[src/rtl/seg_scan_pkg.sv]
// Shared constants and types for the seven-segment scan capture block.
package seg_scan_pkg;

  // Default parameter values.
  localparam int unsigned DefaultSettleCycles = 16;
  localparam int unsigned DefaultFrameTimeout = 2000000;
  localparam int unsigned DefaultDarkCycles   = 100000;
  localparam int unsigned DefaultFlashWindow  = 50000000;

  // Active-low segment patterns, bit 0 = segment a; index = hex value.
  localparam logic [6:0] SegPattern [16] = '{
    7'h40, 7'h79, 7'h24, 7'h30, 7'h19, 7'h12, 7'h02, 7'h78,
    7'h00, 7'h10, 7'h08, 7'h03, 7'h46, 7'h21, 7'h06, 7'h0E
  };
  localparam logic [6:0] SegBlank = 7'h7F;

  typedef enum logic [1:0] {
    StIdle,
    StSettle,
    StHold
  } scan_state_e;

  // One captured digit window.
  typedef struct packed {
    logic [3:0] value;
    logic       blank;
    logic       err;
    logic       dot;
  } digit_t;

  function automatic int unsigned max_u(input int unsigned a, input int unsigned b);
    return (a > b) ? a : b;
  endfunction

endpackage

[src/rtl/seg7_pattern_decode.sv]
// Combinational decode of an active-low seven-segment pattern to a hex value.
module seg7_pattern_decode
  import seg_scan_pkg::*;
(
  input  logic [6:0] seg_n,
  output logic [3:0] value,
  output logic       blank,
  output logic       err
);

  // Table lookup; anything unmatched flags err with value 0.
  always_comb begin
    value = 4'h0;
    blank = 1'b0;
    err   = 1'b1;
    if (seg_n == SegBlank) begin
      value = 4'hF;
      blank = 1'b1;
      err   = 1'b0;
    end else begin
      for (int i = 0; i < 16; i++) begin
        if (seg_n == SegPattern[i]) begin
          value = 4'(i);
          err   = 1'b0;
        end
      end
    end
  end

endmodule

[src/rtl/seg_scan_capture.sv]
// Receive side of a multiplexed 4-digit seven-segment display: samples the
// active-low pin bundle, rebuilds the four digits and publishes whole frames.
// Optional flash detection is enabled by defining SEG_SCAN_CAPTURE_FLASH_DETECT_EN.
module seg_scan_capture
  import seg_scan_pkg::*;
#(
  parameter int unsigned SETTLE_CYCLES = DefaultSettleCycles,
  parameter int unsigned FRAME_TIMEOUT = DefaultFrameTimeout,
  parameter int unsigned DARK_CYCLES   = DefaultDarkCycles,
  parameter int unsigned FLASH_WINDOW  = DefaultFlashWindow
) (
  input  logic        clk,
  input  logic        reset_n,
  input  logic [6:0]  seg_n,
  input  logic [3:0]  an_n,
  input  logic        dp_n,
  output logic [15:0] digits,
  output logic [3:0]  dots,
  output logic [3:0]  blank,
  output logic [3:0]  err,
  output logic        frame_valid,
  output logic        stale,
  output logic        flashing
);

  localparam int unsigned MaxParam =
    max_u(max_u(SETTLE_CYCLES, FRAME_TIMEOUT), max_u(DARK_CYCLES, FLASH_WINDOW));
  localparam int unsigned CntW = $clog2(MaxParam) + 1;

  logic [11:0] sync1_q, sync2_q, prev_q;
  logic [3:0]  an_s;
  logic [6:0]  seg_s;
  logic        dp_s, changed;
  logic        an_valid;
  logic [1:0]  an_idx;
  logic [CntW-1:0] stab_q, to_q;
  scan_state_e state_q, state_d;
  logic        sample, commit;
  logic [3:0]  seen_q;
  digit_t [3:0] shadow_q;
  digit_t      dec;
  logic [15:0] digits_q;
  logic [3:0]  dots_q, blank_q, err_q;
  logic        frame_valid_q, stale_q;

  // Two-flop synchronizer plus one-sample history for change detection.
  always_ff @(posedge clk or negedge reset_n) begin
    if (!reset_n) begin
      sync1_q <= '1;
      sync2_q <= '1;
      prev_q  <= '1;
    end else begin
      sync1_q <= {an_n, seg_n, dp_n};
      sync2_q <= sync1_q;
      prev_q  <= sync2_q;
    end
  end

  assign an_s    = sync2_q[11:8];
  assign seg_s   = sync2_q[7:1];
  assign dp_s    = sync2_q[0];
  assign changed = (sync2_q != prev_q);

  // Exactly one anode low selects a digit; idle and multi-anode glitches do not.
  always_comb begin
    an_valid = 1'b1;
    an_idx   = 2'd0;
    unique case (an_s)
      4'b1110: an_idx = 2'd0;
      4'b1101: an_idx = 2'd1;
      4'b1011: an_idx = 2'd2;
      4'b0111: an_idx = 2'd3;
      default: an_valid = 1'b0;
    endcase
  end

  seg7_pattern_decode u_decode (
    .seg_n (seg_s),
    .value (dec.value),
    .blank (dec.blank),
    .err   (dec.err)
  );
  assign dec.dot = ~dp_s;

  // Stability counter: run length of identical samples, saturating.
  always_ff @(posedge clk or negedge reset_n) begin
    if (!reset_n) begin
      stab_q <= '0;
    end else if (changed) begin
      stab_q <= '0;
    end else if (stab_q != CntW'(SETTLE_CYCLES)) begin
      stab_q <= stab_q + 1'b1;
    end
  end

  // Window FSM next state; samples once per settled window.
  always_comb begin
    state_d = state_q;
    sample  = 1'b0;
    unique case (state_q)
      StIdle: begin
        if (an_valid) state_d = StSettle;
      end
      StSettle: begin
        if (changed) begin
          state_d = an_valid ? StSettle : StIdle;
        end else if (stab_q >= CntW'(SETTLE_CYCLES - 1)) begin
          sample  = 1'b1;
          state_d = StHold;
        end
      end
      StHold: begin
        if (changed) state_d = an_valid ? StSettle : StIdle;
      end
      default: state_d = StIdle;
    endcase
  end

  assign commit = (seen_q == 4'b1111);

  // FSM state, shadow digits and seen mask; a commit clears the mask before
  // any same-cycle sample lands so that sample belongs to the next frame.
  always_ff @(posedge clk or negedge reset_n) begin
    if (!reset_n) begin
      state_q  <= StIdle;
      seen_q   <= '0;
      shadow_q <= '0;
    end else begin
      state_q <= state_d;
      seen_q  <= (commit ? 4'b0000 : seen_q) | (sample ? (4'b0001 << an_idx) : 4'b0000);
      if (sample) shadow_q[an_idx] <= dec;
    end
  end

  // Published frame outputs and the one-cycle commit strobe.
  always_ff @(posedge clk or negedge reset_n) begin
    if (!reset_n) begin
      digits_q      <= '0;
      dots_q        <= '0;
      blank_q       <= '0;
      err_q         <= '0;
      frame_valid_q <= 1'b0;
    end else begin
      frame_valid_q <= commit;
      if (commit) begin
        for (int i = 0; i < 4; i++) begin
          digits_q[4*i +: 4] <= shadow_q[i].value;
          dots_q[i]          <= shadow_q[i].dot;
          blank_q[i]         <= shadow_q[i].blank;
          err_q[i]           <= shadow_q[i].err;
        end
      end
    end
  end

  // Frame timeout: saturating counter, stale sticks until the next commit.
  always_ff @(posedge clk or negedge reset_n) begin
    if (!reset_n) begin
      to_q    <= '0;
      stale_q <= 1'b1;
    end else if (commit) begin
      to_q    <= '0;
      stale_q <= 1'b0;
    end else if (to_q == CntW'(FRAME_TIMEOUT)) begin
      stale_q <= 1'b1;
    end else begin
      to_q <= to_q + 1'b1;
    end
  end

  assign digits      = digits_q;
  assign dots        = dots_q;
  assign blank       = blank_q;
  assign err         = err_q;
  assign frame_valid = frame_valid_q;
  assign stale       = stale_q;

`ifdef SEG_SCAN_CAPTURE_FLASH_DETECT_EN
  logic [CntW-1:0] dark_q, since_q;
  logic            armed_q, flashing_q;
  logic            an_idle, dark_start;

  assign an_idle    = (an_s == 4'hF);
  // The DARK_CYCLES-th consecutive idle sample marks the start of a dark interval.
  assign dark_start = an_idle && (dark_q == CntW'(DARK_CYCLES - 1));

  // Dark run length and spacing between dark interval starts.
  always_ff @(posedge clk or negedge reset_n) begin
    if (!reset_n) begin
      dark_q     <= '0;
      since_q    <= '0;
      armed_q    <= 1'b0;
      flashing_q <= 1'b0;
    end else begin
      if (!an_idle) begin
        dark_q <= '0;
      end else if (dark_q != CntW'(DARK_CYCLES)) begin
        dark_q <= dark_q + 1'b1;
      end
      if (dark_start) begin
        if (armed_q && (since_q < CntW'(FLASH_WINDOW))) flashing_q <= 1'b1;
        armed_q <= 1'b1;
        since_q <= '0;
      end else if (armed_q) begin
        if (since_q == CntW'(FLASH_WINDOW)) begin
          armed_q    <= 1'b0;
          flashing_q <= 1'b0;
        end else begin
          since_q <= since_q + 1'b1;
        end
      end
    end
  end

  assign flashing = flashing_q;
`else
  assign flashing = 1'b0;
`endif

endmodule

[config.mk]
export PLATFORM = sky130hd
export DESIGN_NAME = seg_scan_capture
export DESIGN_NICKNAME = d
export VERILOG_FILES = /design/src/rtl/seg_scan_pkg.sv /design/src/rtl/seg7_pattern_decode.sv /design/src/rtl/seg_scan_capture.sv
export SDC_FILE = /design/constraint.sdc
export NUM_CORES = 1
export LEC_CHECK = 0
export CORE_AREA = 2 2 142 144
export CTS_CLUSTER_SIZE = 25
export DETAILED_ROUTE_END_ITERATION = 10
export DIE_AREA = 0 0 144 146
export DONT_BUFFER_PORTS = 1
export PLACE_DENSITY = 0.51
export SYNTH_ARGS = -nofsm -noshare
export SYNTH_HDL_FRONTEND = slang
export SYNTH_SLANG_ARGS = --single-unit
[constraint.sdc]
create_clock -name clk -period 2.5 [get_ports clk]
set_input_delay 0.25 -clock clk [delete_from_list [all_inputs] [get_ports clk]]
set_output_delay 0.25 -clock clk [all_outputs]
set_load 0.05 [all_outputs]
=== Word-level counts from Yosys, hierarchy flattened ===
Cells that the tools add are included.

* Flip-flop bits (word level): 154
* Bits of input ports: 14

* $add $sub $neg: 2
* Order comparisons: 3
* Equal/unequal tests: 30
* Shift-type cells: 1
* Muxes and demuxes: 56
* Bitwise operators: 2
* Reduce and logical (&&, ||, !) cells: 7

{| class="wikitable"
|+ Operators with widths
! operator !! count
|-
| two-way mux 27 bit || 4
|-
| adder 27 x 1 -> 27 bit (second input constant) || 2
|-
| two-way mux 4 bit || 11
|-
| == test 7 bit (second input constant) || 5
|-
| bitwise mux 28 bit || 1
|-
| == test 27 x 21 -> 1 bit (second input constant) || 1
|-
| >= comparator 27 x 4 -> 1 bit (second input constant) || 1
|-
| inequality test 27 x 5 -> 1 bit (second input constant) || 1
|-
| two-way mux 1 bit || 26
|-
| == test 7 x 5 -> 1 bit (second input constant) || 3
|-
| == test 7 x 6 -> 1 bit (second input constant) || 3
|-
| == test 4 bit (second input constant) || 4
|-
| demux 7 bit (select 2 bit) || 1
|-
| == test 7 x 2 -> 1 bit (second input constant) || 2
|-
| == test 7 x 4 -> 1 bit (second input constant) || 2
|-
| two-way mux 2 bit || 6
|-
| two-way mux 3 bit || 4
|-
| inequality test 12 bit || 1
|-
| case mux 2 bit (3 select lines) || 2
|-
| == test 7 x 3 -> 1 bit (second input constant) || 1
|-
| logical NOT 7 bit || 1
|-
| two-way mux 7 bit || 1
|-
| inequality test 2 bit (second input constant) || 3
|-
| == test 4 x 3 -> 1 bit (second input constant) || 1
|-
| other kinds (13) || 14
|}

=== Longest topological paths before layout ===
* Word-level depth: 19
* Depth in mapped cells: 7

=== By module ===
Synthesis repeated with hierarchy kept, for this count alone.

* Cell total of the unflattened synthesis: 614
* Area total of the unflattened synthesis: 6766.5 µm²

{| class="wikitable"
|+ Modules (own cells, without submodules)
! module !! times used !! cells an instance !! area an instance (µm²)
|-
| seg_scan_capture || 1 || 559 || 6391.1
|-
| seg7_pattern_decode || 1 || 55 || 375.4
|}

=== Worst setup path before layout ===
Ideal clock, no wire load.

* Path type: register to register
* Start point: reg sync2_q[2]
* End point: reg shadow_q[1] (netlist bit)
* Arrival: 2.036 ns
* Required time: 2.375 ns
* Slack: 0.340 ns
* Stages on the path, launching flop included: 6
* Path buffers: 0
* Clock period less this slack: 2.160 ns
* Cells stage by stage: dfstp_2 > xor2_1 > nor4_1 > nand3_2 > nor4_4 > mux2_2

* Cells in the longest elaborated chain, start to end: 19

{| class="wikitable"
|+ Ends and longest elaborated chain
! what !! RTL line !! source
|-
| start, declared || seg_scan_capture.sv:30 || <nowiki>logic [11:0] sync1_q, sync2_q, prev_q;</nowiki>
|-
| start signal, assigned || seg_scan_capture.sv:54 || <nowiki>sync2_q <= sync1_q;</nowiki>
|-
| == test 7 bit || seg7_pattern_decode.sv:22 || <nowiki>if (seg_n == SegPattern[i]) begin</nowiki>
|-
| two-way mux 1 bit (16 in series) || seg7_pattern_decode.sv:22 ||
|-
| two-way mux 1 bit || seg7_pattern_decode.sv:16 || <nowiki>if (seg_n == SegBlank) begin</nowiki>
|-
| bitwise mux 28 bit || seg_scan_capture.sv:131 || <nowiki>if (sample) shadow_q[an_idx] <= dec;</nowiki>
|-
| end signal, assigned || seg_scan_capture.sv:127 || <nowiki>shadow_q <= '0;</nowiki>
|-
| end signal, assigned by index || seg_scan_capture.sv:131 ||
|-
| end, declared || seg_scan_capture.sv:40 || <nowiki>digit_t [3:0] shadow_q;</nowiki>
|}

Several ways; a longest one is shown, not always the timed one.
A chain may end at the register's enable or synchronous reset.

=== Worst setup path after layout ===
* Start point: reg sync2_q[2]
* End point: reg state_q[0]

* Cells in the longest elaborated chain, start to end: 3

{| class="wikitable"
|+ Ends and longest elaborated chain
! what !! RTL line !! source
|-
| inequality test 12 bit (*) || seg_scan_capture.sv:62 || <nowiki>assign changed = (sync2_q != prev_q);</nowiki>
|-
| inequality test 3 bit (no line) (tied with other cells) || -- ||
|-
| AND reduction 3 bit (no line) or case mux 2 bit (3 select lines) (tied branches) || -- ||
|-
| end signal, assigned || seg_scan_capture.sv:125 || <nowiki>state_q <= StIdle;</nowiki>
|-
| end signal, assigned || seg_scan_capture.sv:129 || <nowiki>state_q <= state_d;</nowiki>
|-
| end, declared || seg_scan_capture.sv:37 || <nowiki>scan_state_e state_q, state_d;</nowiki>
|}

Every way passes the cells marked *; elsewhere a longest branch is shown, timed or not.

==> metrics.yaml <==
outcome: "finished with violations"
failed_checks: "negative hold slack"
ys_types: 52
setup_viol: 0
synth_seq_cells: 154
gr-usage-all-layers: 0.138
synth_most_common_cell: "dfrtp_1"
grt_max_degree: 155
syn_nets: 640
cts-resized-gates: 0
avgSynthCellArea_um2: 10.8
worst_pin_slew_ns: 0.897
fin_ws_ns: 0.208
arrival_ns: 2.60
nets: 664
start_util: 0.348
swShare: 0.214
synth.largest_area_cell: "dfrtp_1"
boundaryPins: 45
core_um2: 19300
hold_ws_ns: -0.482
drive_above_1_share: 0.178
power_switching_mw: 1.09
dr.pass1.iters: 4
htreeDepth: 4
synth_seq_area_share: 0.579
synth.top_cell.area_share: 0.435
viasPerCell: 4.78
yosys_warnings: 0
finalSetupTns_ns: 0
cts.sinks: 154
synth_edf_count: 0
p_clk_frac: 0.475
final_util: 0.403
ctsHoldBuffers: 12
power.density_nw_per_um2: 656
synth_area_leaders: "dfrtp_1, dfstp_2, nand2_1, xor2_1, nor2_1"
numCtsBuffers: 17
worstPathRequired_ns: 2.81
cts_setup_buffers: 0
cts_buffer_depth: 2
antenna_found_initial: 0
clock_latency_ns: 0.43
die_h_um: 146
hold_path.class: "in -> async"
rsz0062_at_grt: "false"
wl_um: 13200
startpoint_type: "flip-flop"
power_mw: 5.11
cts_tree: "built"
synth-main-ff-cell: "dfrtp_1"
hpwl_um: 8620
place_ws_ns: 0.179
synthTopCellsByCount: "dfrtp_1, nand2_1, nor2_1, xor2_1, dfstp_2"
dieArea_um2: 21000
final_antenna_net_count: 0
clkTransAtPathRegs_ns: 0.06
finalMaxSlewViolations: 0
cp_max_fo: 30
rows: 51
netlist_instances: 622
drtIter0Drc: 258
skew_ns: 0.0124
ir_drop_mv: 0.483
leakagePower_nw: 3.46
p_seq_frac: 0.503
wl_per_cell_um: 14.3
io_buffers: 0
fmax_ghz: 0.436
synthToLayoutAreaGrowth_pct: 15.7
netlist_area_um2: 6740
final-hold-violation-count: 154
combPwrFrac: 0.022
vias: 4420
timing.final.crit_share: 0.917
overflow: 0
criticalPathCategory: "reg -> reg"
gp_congestion: 0.774
diodes: 0
drv_cap: 0
drc_errors: 0
cp-end-kind: "flip-flop"
grt_pass1_wl_um: 22900
period_needed_ns: 2.29
die_x_um: 144
slew_headroom: 0.401
grt_pass1_vias: 4571
synthArstFlopShare: 1.00
root_buffer: "clkbuf_16"
p_int_mw: 4.02
-- per-layer routing --
| layer | vias to the layer above | track usage | wire [µm] |
|---|---|---|---|
| li1 | 2171 | - | - |
| met1 | 2182 | 0.182 | 6330 |
| met2 | 54 | 0.215 | 6270 |
| met3 | 13 | 0.0418 | 466 |
| met4 | 0 | 0.0480 | 174 |
| met5 | - | 0 | 0 |
-- stage by stage --
step	instance area, µm²	instances
global route	7790	924
CTS	7790	924
floorplan	6740	622
global placement	7110	880
detailed placement	7110	880
finish	7790	924
-- worst paths after layout --
check | cells past startpoint | end | slack [ns] | startpoint
max | 6 | state_q[0]$_DFFE_PN0P_ | 0.21 | sync2_q[2]$_DFF_PN1_
min | 0 | shadow_q[0]$_DFFE_PN0P_ | -0.48 | reset_n
max reg2reg | 6 | state_q[0]$_DFFE_PN0P_ | 0.21 | sync2_q[2]$_DFF_PN1_
min reg2reg | 0 | sync2_q[1]$_DFF_PN1_ | 0.35 | sync1_q[1]$_DFF_PN1_
max in group asynchronous | 0 | stale$_DFFE_PN1P_ | 2.72 | reset_n
min in group clk | 0 | sync2_q[1]$_DFF_PN1_ | 0.35 | sync1_q[1]$_DFF_PN1_
-- critical path, stage by stage (launching register included) --
cell	delay (ns)
dfstp_2	0.54
xor2_1	0.06
nor4_1	0.42
nand3_2	0.28
buf_4	0.32
maj3_1	0.38
a21o_1	0.18
-- layout make-up --
| cell class | count | area (µm²) |
|---|---|---|
| fillers | 1881 | 11500 |
| clock inverters | 8 | 58.8 |
| flip-flops and latches | 154 | 3900 |
| inverters | 18 | 67.6 |
| repair buffers | 31 | 263 |
| clock buffers | 24 | 504 |
| well taps | 265 | 332 |
| multi-input cells | 424 | 2670 |
-- logic make-up after synthesis --
family          count (synthesis)  share of synthesized area
compound gates                 37                     0.0333
xor+xnor                       61                     0.0793
fa+ha+maj                       5                    0.00892
buf+inv                        44                     0.0253
flops                         154                      0.579
mux                            30                     0.0490
other cells                     1                   0.000557
simple gates                  290                      0.225
-- sequential cells by signal, summed over array words and instances (netlist names) --
signal	count
stale	1
seen_q	4
blank	4
to_q	27
digits	16
err	4
shadow_q	28
sync1_q	12
dots	4
sync2_q	12
prev_q	12
state_q	2
frame_valid	1
stab_q	27
-- power groups by stage --
stage	Sequential, mW	Clock, mW	Combinational, mW
2_1_floorplan	2.61	0	0.0710
3_3_place_gp	2.61	0	0.0964
3_5_place_dp	2.61	0	0.0981
4_1_cts	2.57	2.50	0.114
5_1_grt	2.57	2.63	0.124
6_report	2.57	2.43	0.113
-- cell usage in the layout (no fill, tap or decap), types with 9 or more instances in the layout --
master and instances:
o21ai_0 13, a21oi_1 9, nand3_1 20, inv_1 17
xnor2_1 19, nand4_1 22, buf_4 19, nor2_1 66
dlygate4sd3_1 12, nor4_1 17, mux2_2 22, dfstp_2 37
dfrtp_1 117, xor2_1 42, nand2_1 98, nor3_1 11
clkbuf_16 19
(Power assumes the default switching activity.)
